<file path="config.mk">
export PLATFORM = sky130hd
export DESIGN_NAME = spi_accel_responder_flat
export DESIGN_NICKNAME = d
export VERILOG_FILES = /design/src/rtl/spi_accel_if.sv /design/src/rtl/spi_accel_responder.sv /design/src/flat_wrapper.sv
export SDC_FILE = /design/constraint.sdc
export NUM_CORES = 1
export LEC_CHECK = 0
export CAP_MARGIN = 20
export CORE_ASPECT_RATIO = 0.8
export CORE_UTILIZATION = 54
export CTS_BUF_LIST = sky130_fd_sc_hd__clkbuf_4
export DETAILED_ROUTE_END_ITERATION = 6
export GPL_TIMING_DRIVEN = 0
export PLACE_DENSITY_LB_ADDON = 0.15
export SLEW_MARGIN = 20
export SYNTH_ARGS = -nofsm -noshare
export SYNTH_HDL_FRONTEND = slang
export SYNTH_SLANG_ARGS = --single-unit
export TNS_END_PERCENT = 100
</file>
<file path="constraint.sdc">
create_clock -name clk_clk -period 3.5 [get_ports clk_clk]
set_input_delay 0.7 -clock clk_clk [delete_from_list [all_inputs] [get_ports clk_clk]]
set_output_delay 0.7 -clock clk_clk [all_outputs]
set_load 0.05 [all_outputs]
</file>
<file path="src/rtl/spi_accel_if.sv">
// spi_accel_if: bundles the SPI pins, the XYZ sample handshake and the
// register-write notification of the accelerometer responder.
//   master modport : SPI master / sample source / write observer side
//   slave  modport : spi_accel_responder side
interface spi_accel_if;
  logic        spi_SCLK;
  logic        spi_SS_n;
  logic        spi_MOSI;
  logic        spi_MISO;
  logic        spi_MISO_oe;
  logic        g_sensor_int;
  logic        sample_valid;
  logic        sample_ready;
  logic [15:0] sample_x;
  logic [15:0] sample_y;
  logic [15:0] sample_z;
  logic        wr_strobe;
  logic [5:0]  wr_addr;
  logic [7:0]  wr_data;
  logic        busy;

  modport master (
    output spi_SCLK, spi_SS_n, spi_MOSI, sample_valid, sample_x, sample_y, sample_z,
    input  spi_MISO, spi_MISO_oe, g_sensor_int, sample_ready, wr_strobe, wr_addr, wr_data, busy
  );

  modport slave (
    input  spi_SCLK, spi_SS_n, spi_MOSI, sample_valid, sample_x, sample_y, sample_z,
    output spi_MISO, spi_MISO_oe, g_sensor_int, sample_ready, wr_strobe, wr_addr, wr_data, busy
  );
endinterface

</file>
<file path="src/rtl/spi_accel_responder.sv">
// spi_accel_responder: SPI mode-3 slave emulating an ADXL345-style 64x8
// register file. SCLK/SS_n/MOSI are oversampled on clk_clk; a command byte
// (RW, MB, addr[5:0]) is followed by data bytes with optional auto-increment.
// XYZ samples arrive on a valid/ready handshake and raise DATA_READY.
// Ports:
//   clk_clk      system clock (rising edge)
//   reset_reset  synchronous active-high reset
//   bus          spi_accel_if.slave: SPI pins, sample handshake, wr_* notify, busy
module spi_accel_responder #(
  parameter logic [7:0] DEVID_VALUE = 8'hE5,
  parameter int         SYNC_STAGES = 2
) (
  input  logic         clk_clk,
  input  logic         reset_reset,
  spi_accel_if.slave   bus
);

  typedef enum logic [1:0] {S_IDLE, S_CMD, S_DATA} state_t;
  state_t state, state_nxt;

  // Input synchronizers. SCLK/SS_n reset to their idle-high level so no
  // spurious edge is seen when reset releases.
  logic [SYNC_STAGES-1:0] sclk_sync, ss_sync, mosi_sync;
  logic sclk_d, ss_d;

  always_ff @(posedge clk_clk) begin
    if (reset_reset) begin
      sclk_sync <= '1;
      ss_sync   <= '1;
      mosi_sync <= '0;
      sclk_d    <= 1'b1;
      ss_d      <= 1'b1;
    end else begin
      sclk_sync <= {sclk_sync[SYNC_STAGES-2:0], bus.spi_SCLK};
      ss_sync   <= {ss_sync[SYNC_STAGES-2:0],   bus.spi_SS_n};
      mosi_sync <= {mosi_sync[SYNC_STAGES-2:0], bus.spi_MOSI};
      sclk_d    <= sclk_sync[SYNC_STAGES-1];
      ss_d      <= ss_sync[SYNC_STAGES-1];
    end
  end

  logic sclk_s, ss_s, mosi_s;
  logic sclk_rise, sclk_fall, ss_rise, ss_fall;
  assign sclk_s    = sclk_sync[SYNC_STAGES-1];
  assign ss_s      = ss_sync[SYNC_STAGES-1];
  assign mosi_s    = mosi_sync[SYNC_STAGES-1];
  assign sclk_rise =  sclk_s & ~sclk_d;
  assign sclk_fall = ~sclk_s &  sclk_d;
  assign ss_rise   =  ss_s   & ~ss_d;
  assign ss_fall   = ~ss_s   &  ss_d;

  logic [7:0] regs [64];
  logic [2:0] bit_cnt;
  logic [7:0] shift_in, shift_out;
  logic [5:0] addr;        // address of the next byte to load or write
  logic       cmd_rw, cmd_mb;
  logic       data_ready;
  logic       miso;
  logic       wr_strobe;
  logic [5:0] wr_addr;
  logic [7:0] wr_data;

  function automatic logic is_ro(input logic [5:0] a);
    return (a == 6'h00) || (a == 6'h30) || (a >= 6'h32 && a <= 6'h37);
  endfunction

  logic [7:0] byte_in;
  logic       byte_done, accept, load_en, dr_clr;
  logic [5:0] load_addr;
  logic [7:0] rd_byte;

  assign byte_in   = {shift_in[6:0], mosi_s};
  assign byte_done = sclk_rise && (bit_cnt == 3'd7) && !ss_rise;
  assign accept    = bus.sample_valid && (state == S_IDLE);

  // The first read byte is addressed straight from the incoming command.
  always_comb begin
    load_addr = (state == S_CMD) ? byte_in[5:0] : addr;
    load_en   = byte_done && (((state == S_CMD) && byte_in[7]) ||
                              ((state == S_DATA) && cmd_rw));
    rd_byte   = (load_addr == 6'h30) ? {data_ready, 7'b0} : regs[load_addr];
    dr_clr    = load_en && (load_addr >= 6'h32) && (load_addr <= 6'h37);
  end

  always_comb begin
    state_nxt = state;
    case (state)
      S_IDLE: if (ss_fall) state_nxt = S_CMD;
      S_CMD: begin
        if (ss_rise)        state_nxt = S_IDLE;
        else if (byte_done) state_nxt = S_DATA;
      end
      S_DATA: if (ss_rise) state_nxt = S_IDLE;
      default: state_nxt = S_IDLE;
    endcase
  end

  always_ff @(posedge clk_clk) begin
    if (reset_reset) begin
      state     <= S_IDLE;
      bit_cnt   <= '0;
      shift_in  <= '0;
      shift_out <= '0;
      addr      <= '0;
      cmd_rw    <= 1'b0;
      cmd_mb    <= 1'b0;
      data_ready <= 1'b0;
      miso      <= 1'b0;
      wr_strobe <= 1'b0;
      wr_addr   <= '0;
      wr_data   <= '0;
      for (int i = 0; i < 64; i++) regs[i] <= (i == 0) ? DEVID_VALUE : 8'h00;
    end else begin
      state     <= state_nxt;
      wr_strobe <= 1'b0;
      // An accept coinciding with a read-clear keeps DATA_READY set.
      data_ready <= accept | (data_ready & ~dr_clr);
      if (accept) begin
        regs[6'h32] <= bus.sample_x[7:0];
        regs[6'h33] <= bus.sample_x[15:8];
        regs[6'h34] <= bus.sample_y[7:0];
        regs[6'h35] <= bus.sample_y[15:8];
        regs[6'h36] <= bus.sample_z[7:0];
        regs[6'h37] <= bus.sample_z[15:8];
      end
      if (state == S_IDLE) begin
        bit_cnt <= '0;
        miso    <= 1'b0;
      end else if (ss_rise) begin
        miso <= 1'b0;
      end else begin
        if (sclk_rise) begin
          bit_cnt  <= bit_cnt + 3'd1;
          shift_in <= byte_in;
        end
        if (sclk_fall && (state == S_DATA) && cmd_rw) begin
          miso      <= shift_out[7];
          shift_out <= {shift_out[6:0], 1'b0};
        end
        if (byte_done && (state == S_CMD)) begin
          cmd_rw <= byte_in[7];
          cmd_mb <= byte_in[6];
          if (byte_in[7]) begin
            shift_out <= rd_byte;
            addr      <= byte_in[5:0] + {5'b0, byte_in[6]};
          end else begin
            addr <= byte_in[5:0];
          end
        end
        if (byte_done && (state == S_DATA)) begin
          addr <= addr + {5'b0, cmd_mb};
          if (cmd_rw) begin
            shift_out <= rd_byte;
          end else if (!is_ro(addr)) begin
            regs[addr] <= byte_in;
            wr_strobe  <= 1'b1;
            wr_addr    <= addr;
            wr_data    <= byte_in;
          end
        end
      end
    end
  end

  assign bus.spi_MISO     = miso;
  assign bus.spi_MISO_oe  = ~ss_s;
  assign bus.g_sensor_int = data_ready;
  assign bus.sample_ready = (state == S_IDLE);
  assign bus.wr_strobe    = wr_strobe;
  assign bus.wr_addr      = wr_addr;
  assign bus.wr_data      = wr_data;
  assign bus.busy         = (state != S_IDLE);

endmodule
</file>
<file path="src/flat_wrapper.sv">
// flat-port wrapper written by rule: the top's interface ports become plain ports
module spi_accel_responder_flat 
#(
  parameter logic [7:0] DEVID_VALUE = 8'hE5,
  parameter int         SYNC_STAGES = 2
)
  (clk_clk, reset_reset, bus_spi_SCLK, bus_spi_SS_n, bus_spi_MOSI, bus_sample_valid, bus_sample_x, bus_sample_y, bus_sample_z, bus_spi_MISO, bus_spi_MISO_oe, bus_g_sensor_int, bus_sample_ready, bus_wr_strobe, bus_wr_addr, bus_wr_data, bus_busy);
  spi_accel_if bus_i ();
  input  logic clk_clk;
  input  logic reset_reset;
  input wire logic [$bits(bus_i.spi_SCLK)-1:0] bus_spi_SCLK;
  input wire logic [$bits(bus_i.spi_SS_n)-1:0] bus_spi_SS_n;
  input wire logic [$bits(bus_i.spi_MOSI)-1:0] bus_spi_MOSI;
  input wire logic [$bits(bus_i.sample_valid)-1:0] bus_sample_valid;
  input wire logic [$bits(bus_i.sample_x)-1:0] bus_sample_x;
  input wire logic [$bits(bus_i.sample_y)-1:0] bus_sample_y;
  input wire logic [$bits(bus_i.sample_z)-1:0] bus_sample_z;
  output wire logic [$bits(bus_i.spi_MISO)-1:0] bus_spi_MISO;
  output wire logic [$bits(bus_i.spi_MISO_oe)-1:0] bus_spi_MISO_oe;
  output wire logic [$bits(bus_i.g_sensor_int)-1:0] bus_g_sensor_int;
  output wire logic [$bits(bus_i.sample_ready)-1:0] bus_sample_ready;
  output wire logic [$bits(bus_i.wr_strobe)-1:0] bus_wr_strobe;
  output wire logic [$bits(bus_i.wr_addr)-1:0] bus_wr_addr;
  output wire logic [$bits(bus_i.wr_data)-1:0] bus_wr_data;
  output wire logic [$bits(bus_i.busy)-1:0] bus_busy;
  assign bus_i.spi_SCLK = bus_spi_SCLK;
  assign bus_i.spi_SS_n = bus_spi_SS_n;
  assign bus_i.spi_MOSI = bus_spi_MOSI;
  assign bus_i.sample_valid = bus_sample_valid;
  assign bus_i.sample_x = bus_sample_x;
  assign bus_i.sample_y = bus_sample_y;
  assign bus_i.sample_z = bus_sample_z;
  assign bus_spi_MISO = bus_i.spi_MISO;
  assign bus_spi_MISO_oe = bus_i.spi_MISO_oe;
  assign bus_g_sensor_int = bus_i.g_sensor_int;
  assign bus_sample_ready = bus_i.sample_ready;
  assign bus_wr_strobe = bus_i.wr_strobe;
  assign bus_wr_addr = bus_i.wr_addr;
  assign bus_wr_data = bus_i.wr_data;
  assign bus_busy = bus_i.busy;
  spi_accel_responder #(.DEVID_VALUE(DEVID_VALUE), .SYNC_STAGES(SYNC_STAGES)) u_core (.clk_clk(clk_clk), .reset_reset(reset_reset), .bus(bus_i));
endmodule
</file>
==> flow_results.xml <==
<?xml version="1.0" encoding="UTF-8"?>
<metrics>
  <group name="run_status">
    <metric name="run_status" unit="">finished with violations</metric>
    <metric name="failing_checks" unit="">design-rule violations, negative setup slack</metric>
  </group>
  <group name="logic_synthesis">
    <metric name="syn_inst" unit="">2294</metric>
    <metric name="postSynthAreaPerCell" unit="um2">11.60</metric>
    <metric name="synth_top_area_share" unit="%">57.79</metric>
    <metric name="synthArstFlopShare" unit="%">0</metric>
    <metric name="ys_seq_elements" unit="">565</metric>
    <metric name="yosys_most_used_dff" unit="">sky130_fd_sc_hd__edfxtp_1</metric>
    <metric name="synth_seq_area_share" unit="%">61.78</metric>
    <metric name="synth_enable_flop_cells" unit="">512</metric>
    <metric name="synth_largest_area_cell" unit="">sky130_fd_sc_hd__edfxtp_1</metric>
    <metric name="synth_cell_types" unit="">72</metric>
    <metric name="synth_area" unit="um2">26610</metric>
    <metric name="synth_warnings" unit="">0</metric>
    <metric name="yosys-top-cells-area" unit="">sky130_fd_sc_hd__edfxtp_1, sky130_fd_sc_hd__and2_1, sky130_fd_sc_hd__nand2_1</metric>
  </group>
  <group name="drt">
    <metric name="dr.first_iter.drc_count" unit="">3662</metric>
    <metric name="vias_per_cell" unit="">6.683</metric>
    <metric name="route.final.wire_length" unit="um">112200</metric>
    <metric name="drt_pass1_iterations" unit="">7</metric>
    <metric name="vias_after_detailed_routing" unit="">21834</metric>
    <metric name="m1WireLength" unit="um">41220</metric>
    <metric name="drc_errors" unit="">2</metric>
    <metric name="routed-wl-met3" unit="um">19340</metric>
    <metric name="dr.max_layer_used" unit="">met5</metric>
    <metric name="wire_per_inst" unit="um">34.34</metric>
    <metric name="wl_met2" unit="um">44060</metric>
    <metric name="final_antenna_net_count" unit="">0</metric>
  </group>
  <group name="setup_path">
    <metric name="critPathLaunchType" unit="">flop</metric>
    <metric name="timing.critical_path.fanout_max" unit="">10</metric>
    <metric name="rrSetupSlack" unit="ps">-150</metric>
    <metric name="worst_r2r_path_depth" unit="">10</metric>
    <metric name="r2r_end" unit="">u_core.shift_out[2]</metric>
    <metric name="type_of_element_capturing_the_critical_path" unit="">flop</metric>
    <metric name="crit_arrival" unit="ps">4420</metric>
    <metric name="worst-setup-path-type" unit="">flop to flop</metric>
    <metric name="timing.rr.start" unit="">u_core.state[1]</metric>
    <metric name="worst_ep_required_time" unit="ps">4270</metric>
  </group>
  <group name="clock_tree">
    <metric name="worst_setup_hold_path_clk_slew" unit="ps">70</metric>
    <metric name="worst_skew_pair_latency" unit="ps">970</metric>
    <metric name="clockRootBuffer" unit="">sky130_fd_sc_hd__clkbuf_4</metric>
    <metric name="cts-root-to-sink-buffers" unit="">3</metric>
    <metric name="cts_buffers" unit="">143</metric>
    <metric name="cts-hold-fix-buffers" unit="">0</metric>
    <metric name="sink_count" unit="">565</metric>
    <metric name="cts_tree" unit="">done</metric>
    <metric name="clock_tree.htree_level_count" unit="">4</metric>
  </group>
  <group name="worst_hold_path">
    <metric name="holdPathEnd" unit="">u_core.mosi_sync[0]</metric>
    <metric name="min_delay_path_depth" unit="">2</metric>
    <metric name="path_class_of_the_lowest_slack_min_delay_path" unit="">input pin to flop</metric>
    <metric name="worst_hold_startpoint" unit="">bus_spi_MOSI</metric>
  </group>
  <group name="finish">
    <metric name="finish.cell_count_without_fillers" unit="">3267</metric>
    <metric name="areaGrowthSynthToFinish" unit="%">14.91</metric>
    <metric name="multi_input_area" unit="um2">9713</metric>
    <metric name="final_nets" unit="">2596</metric>
    <metric name="post_route_cell_area" unit="um2">30570</metric>
    <metric name="fill_cells" unit="">4021</metric>
    <metric name="regArea" unit="um2">16440</metric>
    <metric name="drive_gt1_share" unit="%">18.71</metric>
  </group>
  <group name="timing">
    <metric name="setup_viol_count_final" unit="">14</metric>
    <metric name="final_min_period_over_clock_period" unit="%">104.2</metric>
    <metric name="setup_total_negative_slack" unit="ps">-1277</metric>
    <metric name="final_max_slew_viol_count" unit="">0</metric>
    <metric name="period_needed" unit="ps">3647</metric>
    <metric name="timing_worst_slew_pin_value" unit="ps">1320</metric>
    <metric name="worst_setup_skew_after_layout" unit="ps">53.82</metric>
    <metric name="worst_slack" unit="ps">-146.7</metric>
    <metric name="hold_viol" unit="">0</metric>
    <metric name="maxSlewHeadroom" unit="%">11.98</metric>
    <metric name="max_freq" unit="GHz">0.2742</metric>
    <metric name="fin_worst_hold_slack" unit="ps">304.7</metric>
    <metric name="rsz0062_at_grt" unit="">yes</metric>
  </group>
  <group name="power">
    <metric name="power_density" unit="nW/um2">465.6</metric>
    <metric name="power.ir.vdd_worst" unit="mV">0.3270</metric>
    <metric name="leakage" unit="nW">10.98</metric>
  </group>
  <group name="grt">
    <metric name="gr-total-overflow" unit="">0</metric>
    <metric name="initial_antenna_violation_count" unit="">7</metric>
    <metric name="first_global_vias" unit="">20435</metric>
    <metric name="wire_length_of_the_first_global_routing_pass" unit="um">153000</metric>
    <metric name="globalRouteTotalUtil" unit="%">44.59</metric>
    <metric name="maximum_number_of_pins_on_one_net_before_global_route_repair" unit="">17</metric>
  </group>
  <group name="floorplan">
    <metric name="initial_core_util" unit="%">54.89</metric>
    <metric name="floorplan.rows" unit="">72</metric>
    <metric name="chipWidth" unit="um">250.2</metric>
    <metric name="core_area" unit="um2">48470</metric>
    <metric name="fp.dieArea" unit="um2">50170</metric>
    <metric name="die_height" unit="um">200.5</metric>
    <metric name="ioPinCount" unit="">74</metric>
  </group>
  <group name="placed_design">
    <metric name="postPlaceCellArea" unit="um2">28200</metric>
    <metric name="place.detailed.instances" unit="">3011</metric>
    <metric name="place_hpwl" unit="um">77420</metric>
    <metric name="buffer_ports.inserted" unit="">72</metric>
    <metric name="detailedPlace.worstSlack" unit="ps">-867.4</metric>
    <metric name="gp_routability_congestion" unit="">1.059</metric>
  </group>
  <group name="job">
    <metric name="maxCapViolCount" unit="">0</metric>
  </group>
</metrics>
==> layer usage <==
metal	GRT usage, %	vias up
li1	-	8756
met1	60.21	10564
met2	59.07	2097
met3	20.10	407
met4	25.24	10
met5	0.7619	-
==> flip-flops by register name, summed over array words and instances (netlist names) <==
| name | flops |
|---|---|
| u_core.shift_in | 7 |
| u_core.bus.wr_addr | 6 |
| u_core.state | 2 |
| u_core.sclk_d | 1 |
| u_core.cmd_rw | 1 |
| u_core.bus.spi_MISO | 1 |
| u_core.bus.wr_strobe | 1 |
| u_core.addr | 6 |
| u_core.bit_cnt | 3 |
| u_core.ss_sync | 2 |
| u_core.mosi_sync | 2 |
| u_core.ss_d | 1 |
| u_core.cmd_mb | 1 |
| u_core.bus.wr_data | 8 |
| u_core.shift_out | 8 |
| u_core.bus.g_sensor_int | 1 |
| u_core.sclk_sync | 2 |
| u_core.regs | 512 |
==> worst max-delay path: stages (launching register included) <==
cell and delay [ps]:
sky130_fd_sc_hd__dfxtp_2 430, sky130_fd_sc_hd__nand2b_1 140, sky130_fd_sc_hd__buf_6 170, sky130_fd_sc_hd__mux2i_4 520
sky130_fd_sc_hd__buf_4 320, sky130_fd_sc_hd__buf_4 310, sky130_fd_sc_hd__buf_2 440, sky130_fd_sc_hd__a31oi_1 260
sky130_fd_sc_hd__o22ai_1 490, sky130_fd_sc_hd__a22o_1 290, sky130_fd_sc_hd__o32ai_1 100
==> power breakdown <==
part | switching (mW) | total (mW) | internal (mW)
logic | 0.450 | 0.654 | 0.203
registers | 0.0918 | 7.67 | 7.58
clock network | 2.85 | 5.91 | 3.06
==> what timing repair did <==
item | in CTS | in global routing
pin swaps | 3 | 1
resized for setup | 74 | 65
buffers inserted | 6 | 4
setup endpoints to repair | 394 | 156
==> metrics by stage <==
stage | power (mW) | utilization [%]
final | 14.23 | 63.08
after global routing | 14.51 | 63.07
after CTS | 14.11 | 62.59
after detailed placement | 8.416 | 58.19
after global placement | 8.399 | 58.11
after floorplan | 8.091 | -
==> cell usage in the layout, fill, tap and decap left out, types with 10 or more instances in the layout <==
cell type and count:
sky130_fd_sc_hd__a32oi_1 24, sky130_fd_sc_hd__or2_2 62, sky130_fd_sc_hd__a31oi_1 27, sky130_fd_sc_hd__nand2b_1 11, sky130_fd_sc_hd__clkbuf_4 218, sky130_fd_sc_hd__mux2i_1 79
sky130_fd_sc_hd__clkbuf_1 81, sky130_fd_sc_hd__a22oi_1 10, sky130_fd_sc_hd__o21ai_0 24, sky130_fd_sc_hd__and3_1 11, sky130_fd_sc_hd__dfxtp_1 51, sky130_fd_sc_hd__nor3_1 74
sky130_fd_sc_hd__clkdlybuf4s50_1 72, sky130_fd_sc_hd__and2_1 443, sky130_fd_sc_hd__clkbuf_2 18, sky130_fd_sc_hd__buf_4 35, sky130_fd_sc_hd__nand3_1 74, sky130_fd_sc_hd__nor2_1 94
sky130_fd_sc_hd__buf_2 26, sky130_fd_sc_hd__a21oi_1 56, sky130_fd_sc_hd__clkinv_1 25, sky130_fd_sc_hd__buf_6 15, sky130_fd_sc_hd__conb_1 16, sky130_fd_sc_hd__nand2_1 298
sky130_fd_sc_hd__o22ai_1 42, sky130_fd_sc_hd__edfxtp_1 512, sky130_fd_sc_hd__nor2_4 12, sky130_fd_sc_hd__nor2_2 21, sky130_fd_sc_hd__mux4_2 13
==> logic make-up (layout without fill, tap and decap cells) <==
kind of cell	Yosys count	count (layout)	synth area share (%)
compound gates	266	266	6.730
mux	102	102	4.609
other cells	2	19	0.02823
flops	565	565	61.78
simple gates	1163	1163	23.09
xor+xnor	5	5	0.1646
buf+inv	185	512	3.325
fa+ha+maj	6	6	0.2822
==> Yosys cell counts, drive strengths merged (6+ instances only) <==
master     n
and3      11
nand4      9
buf       77
ha         6
a2111oi   10
nand3     74
and2     443
nand2    301
clkbuf   102
a311oi     6
mux4      13
a22oi     10
inv        6
nand2b    11
o22ai     43
dfxtp     53
nand3b     9
nor4      10
nor3b      6
nor2b      8
nor2     127
a31oi     37
mux2i     84
or2       63
o21ai     27
a221oi    10
a32oi     24
a21oi     63
or3b       6
edfxtp   512
nor3      75
==> how the worst max path moves through the flow <==
stage                                   from                   to  cells after the start
final                        u_core.state[1]  u_core.shift_out[2]                     10
after global routing         u_core.state[1]  u_core.shift_out[1]                     11
after global placement    u_core.shift_in[2]  u_core.shift_out[4]                      9
after detailed placement     u_core.state[1]  u_core.shift_out[3]                     11
after CTS                    u_core.state[0]  u_core.shift_out[2]                     11
after floorplan              u_core.state[0]  u_core.shift_out[6]                      7
==> final cells by class <==
| type | instances | area share (%) |
|---|---|---|
| multi-input cells | 1558 | 31.77 |
| repair buffers | 84 | 2.636 |
| well taps | 629 | 2.574 |
| plain buffers | 178 | 3.180 |
| clock buffers | 206 | 5.059 |
| flip-flops and latches | 565 | 53.77 |
| clock inverters | 38 | 0.9127 |
| diodes | 3 | 0.02456 |
| inverters | 6 | 0.07367 |
Note: power is estimated with default switching activity, not from simulation.
